--- src/rtl/noc_pkg.sv ---
// Shared flit geometry for the compute-node ring: field widths, offsets and access helpers.
// Flit layout, MSB->LSB: valid | dest | src | data | instr | pkt_id | seq.
package noc_pkg;

    localparam int unsigned DataWidth       = 16;
    localparam int unsigned InstrWidth      = 3;
    localparam int unsigned SeqWidth        = 2;
    localparam int unsigned MaxFlitWidth    = 64;
    localparam int unsigned MaxNodeBits     = 16;
    localparam int unsigned DefNodeCount    = 16;
    localparam int unsigned DefPktIdWidth   = 5;
    localparam int unsigned DefNodeBits     = 4;

    function automatic int unsigned nodeBits(input int unsigned nodeCount);
        return (nodeCount < 2) ? 1 : $clog2(nodeCount);
    endfunction

    function automatic int unsigned flitWidth(input int unsigned nodeCount,
                                              input int unsigned pktIdWidth);
        return 1 + 2 * nodeBits(nodeCount) + DataWidth + InstrWidth + pktIdWidth + SeqWidth;
    endfunction

    function automatic int unsigned destLsb(input int unsigned nodeCount,
                                            input int unsigned pktIdWidth);
        return SeqWidth + pktIdWidth + InstrWidth + DataWidth + nodeBits(nodeCount);
    endfunction

    // Flit for the default ring geometry (16 nodes, 5-bit packet id).
    typedef struct packed {
        logic                     valid;
        logic [DefNodeBits-1:0]   dest;
        logic [DefNodeBits-1:0]   src;
        logic [DataWidth-1:0]     data;
        logic [InstrWidth-1:0]    instr;
        logic [DefPktIdWidth-1:0] pktId;
        logic [SeqWidth-1:0]      seq;
    } flit_t;

    typedef logic [MaxFlitWidth-1:0] flitBus_t;

    // Helpers take a zero-extended flit so one function serves every geometry.
    function automatic logic flit_valid(input flitBus_t f, input int unsigned fw);
        flitBus_t sh;
        sh = f >> (fw - 1);
        return sh[0];
    endfunction

    function automatic logic [MaxNodeBits-1:0] flit_dest(input flitBus_t f,
                                                         input int unsigned nodeCount,
                                                         input int unsigned pktIdWidth);
        flitBus_t sh;
        logic [MaxNodeBits-1:0] mask;
        sh   = f >> destLsb(nodeCount, pktIdWidth);
        mask = MaxNodeBits'((32'd1 << nodeBits(nodeCount)) - 32'd1);
        return MaxNodeBits'(sh) & mask;
    endfunction

endpackage

--- src/rtl/ring_eject_fifo.sv ---
// Eject FIFO between the ring stop and the node's packet collector.
// Head is read straight from storage, so a push into an empty FIFO is visible the next cycle.
module ring_eject_fifo #(
    parameter int unsigned WIDTH = 35,
    parameter int unsigned DEPTH = 4
) (
    input  logic             clk,
    input  logic             rst,
    input  logic             pushValid,
    output logic             pushReady,
    input  logic [WIDTH-1:0] pushData,
    input  logic             popReady,
    output logic [WIDTH-1:0] popData
);

    localparam int unsigned AW = $clog2(DEPTH);

    logic [WIDTH-1:0] mem [DEPTH];
    logic [AW:0]      wrPtr;
    logic [AW:0]      rdPtr;
    logic             full;
    logic             empty;
    logic             push;
    logic             pop;

    always_comb begin
        empty = (wrPtr == rdPtr);
        full  = (wrPtr[AW] != rdPtr[AW]) && (wrPtr[AW-1:0] == rdPtr[AW-1:0]);
        pop   = ~empty & popReady;
        // A pop in the same cycle frees the slot the push lands in.
        pushReady = ~full | popReady;
        push      = pushValid & pushReady;
        popData   = empty ? '0 : mem[rdPtr[AW-1:0]];
    end

    always_ff @(posedge clk) begin
        if (rst) begin
            wrPtr <= '0;
            rdPtr <= '0;
        end else begin
            if (push) wrPtr <= wrPtr + 1'b1;
            if (pop)  rdPtr <= rdPtr + 1'b1;
        end
    end

    always_ff @(posedge clk) begin
        if (push) mem[wrPtr[AW-1:0]] <= pushData;
    end

endmodule

--- src/rtl/ring_stop.sv ---
// One stop of the unidirectional flit ring: ejects flits addressed to this node, forwards the rest,
// and injects local flits into free slots with a starvation guard.
module ring_stop
    import noc_pkg::*;
#(
    parameter int unsigned NODE_ID         = 0,
    parameter int unsigned NODE_COUNT      = 16,
    parameter int unsigned PACKET_ID_WIDTH = 5,
    parameter int unsigned EJECT_DEPTH     = 4,
    parameter int unsigned STARVE_LIMIT    = 8,
    localparam int unsigned FW = flitWidth(NODE_COUNT, PACKET_ID_WIDTH)
) (
    input  logic          clk,
    input  logic          rst,
    input  logic [FW-1:0] ring_in,
    output logic          ring_in_ready,
    output logic [FW-1:0] ring_out,
    input  logic          ring_out_ready,
    input  logic [FW-1:0] inj_flit,
    output logic          inj_ready,
    output logic [FW-1:0] ej_flit,
    input  logic          ej_ready
);

    localparam int unsigned ND = nodeBits(NODE_COUNT);
    localparam int unsigned SW = $clog2(STARVE_LIMIT + 1);

    logic [FW-1:0] ringOutQ;
    logic [FW-1:0] ringOutD;
    logic [SW-1:0] starveCnt;
    logic [SW-1:0] starveD;

    logic          inValid;
    logic [ND-1:0] inDest;
    logic          isEject;
    logic          isFwd;
    logic          injValid;
    logic          canLoad;
    logic          forceInj;
    logic          fwdXfer;
    logic          injXfer;
    logic          ejPush;
    logic          ejPushReady;

    assign inValid  = flit_valid(MaxFlitWidth'(ring_in), FW);
    assign inDest   = ND'(flit_dest(MaxFlitWidth'(ring_in), NODE_COUNT, PACKET_ID_WIDTH));
    assign injValid = inj_flit[FW-1];

    always_comb begin
        isEject  = inValid && (inDest == ND'(NODE_ID));
        isFwd    = inValid && (inDest != ND'(NODE_ID));
        canLoad  = ~ringOutQ[FW-1] | ring_out_ready;
        forceInj = (starveCnt == SW'(STARVE_LIMIT));

        // Ejection only depends on FIFO space, so a forced inject never blocks it.
        if (rst) begin
            ring_in_ready = 1'b0;
        end else if (isEject) begin
            ring_in_ready = ejPushReady;
        end else begin
            ring_in_ready = canLoad && ~forceInj;
        end
        inj_ready = ~rst && canLoad && (~isFwd || forceInj);

        fwdXfer = isFwd && ring_in_ready;
        injXfer = injValid && inj_ready;
        ejPush  = isEject && ring_in_ready;

        ringOutD = ringOutQ;
        if (canLoad) begin
            if (injXfer) begin
                ringOutD = inj_flit;
            end else if (fwdXfer) begin
                ringOutD = ring_in;
            end else begin
                ringOutD = '0;
            end
        end

        starveD = starveCnt;
        if (injXfer) begin
            starveD = '0;
        end else if (injValid && ~inj_ready && ~forceInj) begin
            starveD = starveCnt + SW'(1);
        end
    end

    always_ff @(posedge clk) begin
        if (rst) begin
            ringOutQ  <= '0;
            starveCnt <= '0;
        end else begin
            ringOutQ  <= ringOutD;
            starveCnt <= starveD;
        end
    end

    assign ring_out = ringOutQ;

    ring_eject_fifo #(
        .WIDTH (FW),
        .DEPTH (EJECT_DEPTH)
    ) uEjectFifo (
        .clk       (clk),
        .rst       (rst),
        .pushValid (ejPush),
        .pushReady (ejPushReady),
        .pushData  (ring_in),
        .popReady  (ej_ready),
        .popData   (ej_flit)
    );

    // An out-of-range destination never matches any stop and would circulate forever.
    always_ff @(posedge clk) begin
        if (!rst && inValid) begin
            assert (int'({1'b0, inDest}) < int'(NODE_COUNT));
        end
    end

endmodule

--- config.mk ---
export PLATFORM = sky130hd
export DESIGN_NAME = ring_stop
export DESIGN_NICKNAME = d
export VERILOG_FILES = /design/src/rtl/noc_pkg.sv /design/src/rtl/ring_eject_fifo.sv /design/src/rtl/ring_stop.sv
export SDC_FILE = /design/constraint.sdc
export NUM_CORES = 1
export LEC_CHECK = 0
export ABC_AREA = 1
export CORE_MARGIN = 2
export CORE_UTILIZATION = 25
export CTS_CLUSTER_DIAMETER = 50
export DETAILED_ROUTE_END_ITERATION = 6
export PLACE_DENSITY_LB_ADDON = 0.05
export SLEW_MARGIN = 10
export SYNTH_ARGS = -nofsm -noshare
export SYNTH_HDL_FRONTEND = slang
export SYNTH_SLANG_ARGS = --single-unit
--- constraint.sdc ---
create_clock -name clk -period 3.5 [get_ports clk]
set_input_delay 1.05 -clock clk [delete_from_list [all_inputs] [get_ports clk]]
set_output_delay 1.05 -clock clk [all_outputs]
set_load 0.1 [all_outputs]
; ---- Word-level counts from Yosys, hierarchy flattened
; Memory sizes are Yosys's and may differ from the RTL's. A register that Yosys moved wholly into a read port is not among the register bits.
; Cells that the tools add are included.
[word_totals]
register_bits = 45
mem_bits_rw = 140
mem_count = 1
[classes]
n_addsub = 3
n_eq_ne = 4
muxes = 9
bitwise_logic = 11
reduce_logical = 15
[memory_table]
columns = name, words, width, read_ports, rd_clocked_by_memory_dff, write_ports, line_no
row1 = uEjectFifo.mem, 4, 35, 1, 1, 1, ring_eject_fifo.sv:18  ; logic [WIDTH-1:0] mem [DEPTH];
[ops]
columns = op, count
row1 = 35-bit 2-to-1 mux, 3
row2 = 1-bit logical AND, 11
row3 = 1-bit inverter, 7
row4 = "3-bit by 1-bit adder with 3-bit output, second input constant", 2
row5 = "4-bit by 1-bit adder with 4-bit output, second input constant", 1
row6 = "4-bit == test, second input constant", 1
row7 = 4-bit logical NOT, 1
row8 = 1-bit 2-to-1 mux, 4
row9 = 2-bit 2-to-1 mux, 2
row10 = 4-bit nonzero test, 1
row11 = 3-bit == test, 1
row12 = 1-bit AND, 2
row13 = 2-bit == test, 1
row14 = 1-bit bitwise OR, 2
row15 = 2-bit OR reduction, 1
row16 = 1-bit logical OR, 1
row17 = 1-bit != test, 1

; ---- Logic depth before layout (Yosys ltp)
[depth]
ltp_word = 10
mapped_depth = 10
ltp_nobuf = 9

; ---- Hierarchy
; From an unflattened synthesis, not the netlist that was laid out.
[hier_totals]
hier_cells = 845
area_unflattened_um2 = 8526.9
[modules_own_cells]
columns = module, instances, cells_each, area_each_um2
row1 = ring_eject_fifo, 1, 523, 6206.0
row2 = ring_stop, 1, 322, 2321.0

; ---- Least setup slack after synthesis
; OpenSTA, ideal clock, no wires.
[synth_path]
path_type = input -> register
start = input ring_in[30]
end = memory uEjectFifo.mem[0][0], enable pin
setup_time_ns = 0.427
t_arrival_ns = 3.128
required_ns = 3.073
setup_slack_ns = -0.055
stages = 5
n_path_buf = 0
cell_sequence = nor2_1 -> nand3_1 -> nor2_1 -> nand2_1 -> nor2_1
[synth_via]
elab_chain_cells = 8
[synth_rtl]
columns = element, line_no
row1 = start: declaration, ring_stop.sv:15  ; input logic [FW-1:0] ring_in,
row2 = 4-bit logical NOT *, ring_stop.sv:50  ; isEject = inValid && (inDest == ND'(NODE_ID));
row3 = 1-bit logical AND *, ring_stop.sv:50
row4 = 1-bit 2-to-1 mux, ring_stop.sv:58  ; end else if (isEject) begin
row5 = 1-bit 2-to-1 mux, ring_stop.sv:56  ; if (rst) begin
row6 = 1-bit logical AND *, ring_stop.sv:67  ; ejPush = isEject && ring_in_ready;
row7 = 1-bit AND *, ring_eject_fifo.sv:32  ; push = pushValid & pushReady;
row8 = 1-bit 2-to-1 mux *, ring_eject_fifo.sv:47  ; if (push) mem[wrPtr[AW-1:0]] <= pushData;
row9 = 1-bit 2-to-1 mux (not written as such) *, ring_eject_fifo.sv:47
row10 = end: declaration, ring_eject_fifo.sv:18
; Mark *: on every way between the ends. The rest lies on a longest branch, timed or not.

; ---- Final worst setup path
[layout_path]
start = input ring_in[33]
end = output ring_in_ready
[layout_via]
elab_chain_cells = 4
[layout_rtl]
columns = element, line_no
row1 = 4-bit logical NOT, ring_stop.sv:50
row2 = 1-bit logical AND, ring_stop.sv:50
row3 = 1-bit 2-to-1 mux, ring_stop.sv:58
row4 = 1-bit 2-to-1 mux, ring_stop.sv:56
row5 = end: declaration, ring_stop.sv:16  ; output logic ring_in_ready,
; Every way passes these cells.

==> flow_summary.toml <==
[worst_setup_path]
cp_cell_sequence = "clkdlybuf4s50_1 > nor2_4 > nand3_4 > o21ai_2 > o21ai_2 > buf_4 > inv_2 > buf_12"
max_stage_delay_ns = 0.46
cpMostUsedCell = "o21ai_2"
reg2regPathDepth = 10
r2r-end = "uEjectFifo.mem[2][13]$_DFFE_PP_"
cp.arrival_ns = 2.37
crit_type = "in2out"
reg2reg_slack_ns = 1.63
crit_path_max_fanout = 3
worst_path_max_delay_cell = "clkdlybuf4s50_1"
cp-start-kind = "input pin"
reg2reg_from = "uEjectFifo.wrPtr[0]$_SDFFE_PP0P_"
critPathCapture = "ring_in_ready"
critPathRequiredTime_ns = 2.45
critPathLaunch = "ring_in[33]"
end_kind = "primary output"

[finish]
regArea_mm2 = 0.00515
num_antenna_cells = 0
final_cell_mix = "nand2_1, edfxtp_1, nor2_1, inv_1, clkdlybuf4s50_1"
fillCellCount = 3153
final_common_cell = "nand2_1"
fin_nets = 1020
drive_gt1_share_pct = 16.9
multi_input_area_mm2 = 0.00231
area_growth_pct = 38.9
fin_cells = 1354

[floorplanning]
die_y_um = 182
fp.dieArea_mm2 = 0.0333
io_pins = 146
core_mm2 = 0.0315
rows = 65
fp.dieW_um = 182
start_util_pct = 25.3

[drt]
vias_per_cell = 4.42
routed_wl_um = 23500
avgRoutedWirePerCell_um = 17.4
drtIter0Drc = 342
vias = 5991
firstDrtPassIters = 4
drc = 0
detail-route-antenna-nets = 0

[global_route]
grt_first_pass_wirelength_um = 36000
antenna_found_initial = 0
grt_usage_pct = 14.4
grt_max_degree = 60
overflow = 0
grt_pass1_vias = 6063

[hold_path]
hold_start = "starveCnt[1]$_SDFFE_PP0P_"
hp-class = "reg2reg"

[clocking]
cts_htree_levels = 4
cts-root-buf = "clkbuf_16"
clockBufferDepth = 2
clock_sink_count = 187
numCtsBuffers = 17
post_cts_buffers = 0
clk_pin_slew_ns = 0.08
clock_latency_ns = 0.43
cts_tree = "yes"

[timing]
relSlewSlack_pct = 50.2
rsz0062_at_grt = "false"
final-hold-violation-count = 0
period_minus_slack_ns = 3.42
worst_slew_pin_slew_ns = 0.747
slew_viol_final = 0
finalSetupViolations = 0
final.setup_skew_ns = 0.0161
fmax_mhz = 293
min_period_over_period_pct = 97.6

[power_and_ir_drop]
ir_drop_v = 0.000319
p_comb_share_pct = 24.3
p_int_mw = 3.91
sw_frac_of_total_pct = 33.6
clkPwrFrac_pct = 34.0
p_per_area_mw_per_mm2 = 532
leakage_nw = 4.49
net-switching-power_mw = 1.97
power_mw = 5.88
p_seq_share_pct = 41.7

[synthesis]
yosysUniqueCellTypes = 24
seq_area_frac_synth_pct = 64.7
ys_warn_count = 0
avgSynthCellArea_um2 = 10.1
synth_nets = 866
ys_ff_latch = 187
syn_area_mm2 = 0.00795
synth_cells = 785

[job]
maxCapViolCount = 0

[placement]
gp_congestion = 0.702
hpwl_um = 15400
numPortBuffers = 145
dp_cells = 1322

[run_status]
status = "complete, no violations"
-- per-layer routing --
metal | track usage [%] | vias to the layer above | wire length (µm)
met5 | 0 | - | 0
met4 | 3.26 | 0 | 238
met3 | 3.27 | 18 | 1120
met2 | 22.8 | 158 | 10700
met1 | 20.1 | 2842 | 11500
li1 | - | 2973 | -
-- cells by family after synthesis --
family                   Yosys count  share of synthesized area (%)
AO/OA/AOI/OAI                     82                           6.81
XOR/XNOR                           4                          0.441
adder cells (fa/ha/maj)            7                           1.10
buffers and inverters            135                           6.95
flip-flops                       187                           64.7
AND/OR/NAND/NOR                  370                           20.0
-- synth_stat cells --
cell | n | area, µm²
clkbuf_1 | 26 | 97.6
inv_2 | 1 | 3.75
nand2_2 | 2 | 12.5
nand3_2 | 2 | 20.0
ha_1 | 7 | 87.6
and2_1 | 1 | 6.26
nor2_8 | 2 | 40.0
nand2_1 | 163 | 612
xnor2_1 | 1 | 8.76
nor2_4 | 1 | 11.3
edfxtp_1 | 140 | 4200
xor2_1 | 3 | 26.3
dfxtp_1 | 47 | 941
o21ai_0 | 39 | 195
buf_6 | 3 | 33.8
nand3_1 | 45 | 225
buf_1 | 1 | 3.75
inv_1 | 87 | 327
a21oi_1 | 8 | 40.0
nor2_1 | 120 | 450
nand4_1 | 34 | 213
o32ai_1 | 35 | 307
buf_4 | 1 | 7.51
buf_2 | 16 | 80.1
-- per-stage QoR --
step           instance area, µm²  utilization, %  setup slack (ns)  hold slack, ns  TNS [ns]
2_1_floorplan                7950               -           -0.0555           0.471     -7.77
3_3_place_gp                10400            33.1            -0.314           0.500    -0.314
3_5_place_dp                10400            33.1            -0.304           0.493    -0.304
4_1_cts                     11000            35.1            0.0242           0.506         0
5_1_grt                     11000            35.1            0.0107           0.519         0
6_report                    11000            35.1            0.0838           0.507         0
-- layout make-up --
cell class                      count  share of cell area, %
Tap cell                          402                   4.55
Sequential cell                   187                   46.6
Inverter                           88                   3.00
Clock inverter                     14                   1.57
Timing Repair Buffer              182                   19.4
Clock buffer                       18                   3.89
Multi-Input combinational cell    463                   21.0
-- power by group through the flow --
stage	clock network [mW]	logic, mW	registers, mW
2_1_floorplan	0	0.754	2.61
3_3_place_gp	0	1.45	2.50
3_5_place_dp	0	1.44	2.50
4_1_cts	2.07	1.45	2.45
5_1_grt	2.14	1.51	2.45
6_report	2.00	1.43	2.45
-- repair_timing --
action                                  CTS  global route
gates resized for setup                  11             2
pin swaps                                 2             1
endpoints found under the setup margin    1             3
hold buffers                              0             0
-- flip-flops by register name, summed over array words and instances, names as in the netlist, named ones only --
signal / cells
uEjectFifo.mem: 140
ring_out: 35
starveCnt: 4
uEjectFifo.rdPtr: 3
uEjectFifo.wrPtr: 3
-- critical path, delay by kind of cell --
family | cells | cell delay (ns)
compound gates | 2 | 0.23
buf+inv | 4 | 0.81
simple gates | 2 | 0.28
-- how the worst min path moves through the flow --
stage | endpoint | slack [ns] | cells after the start
floorplan | starveCnt[1]$_SDFFE_PP0P_ | 0.47 | 2
CTS | starveCnt[1]$_SDFFE_PP0P_ | 0.51 | 2
finish | starveCnt[1]$_SDFFE_PP0P_ | 0.51 | 2
global placement | uEjectFifo.rdPtr[2]$_SDFFE_PP0P_ | 0.50 | 2
detailed placement | starveCnt[1]$_SDFFE_PP0P_ | 0.49 | 2
global route | starveCnt[1]$_SDFFE_PP0P_ | 0.52 | 2
No activity file was read; power rests on OpenSTA's default activity.
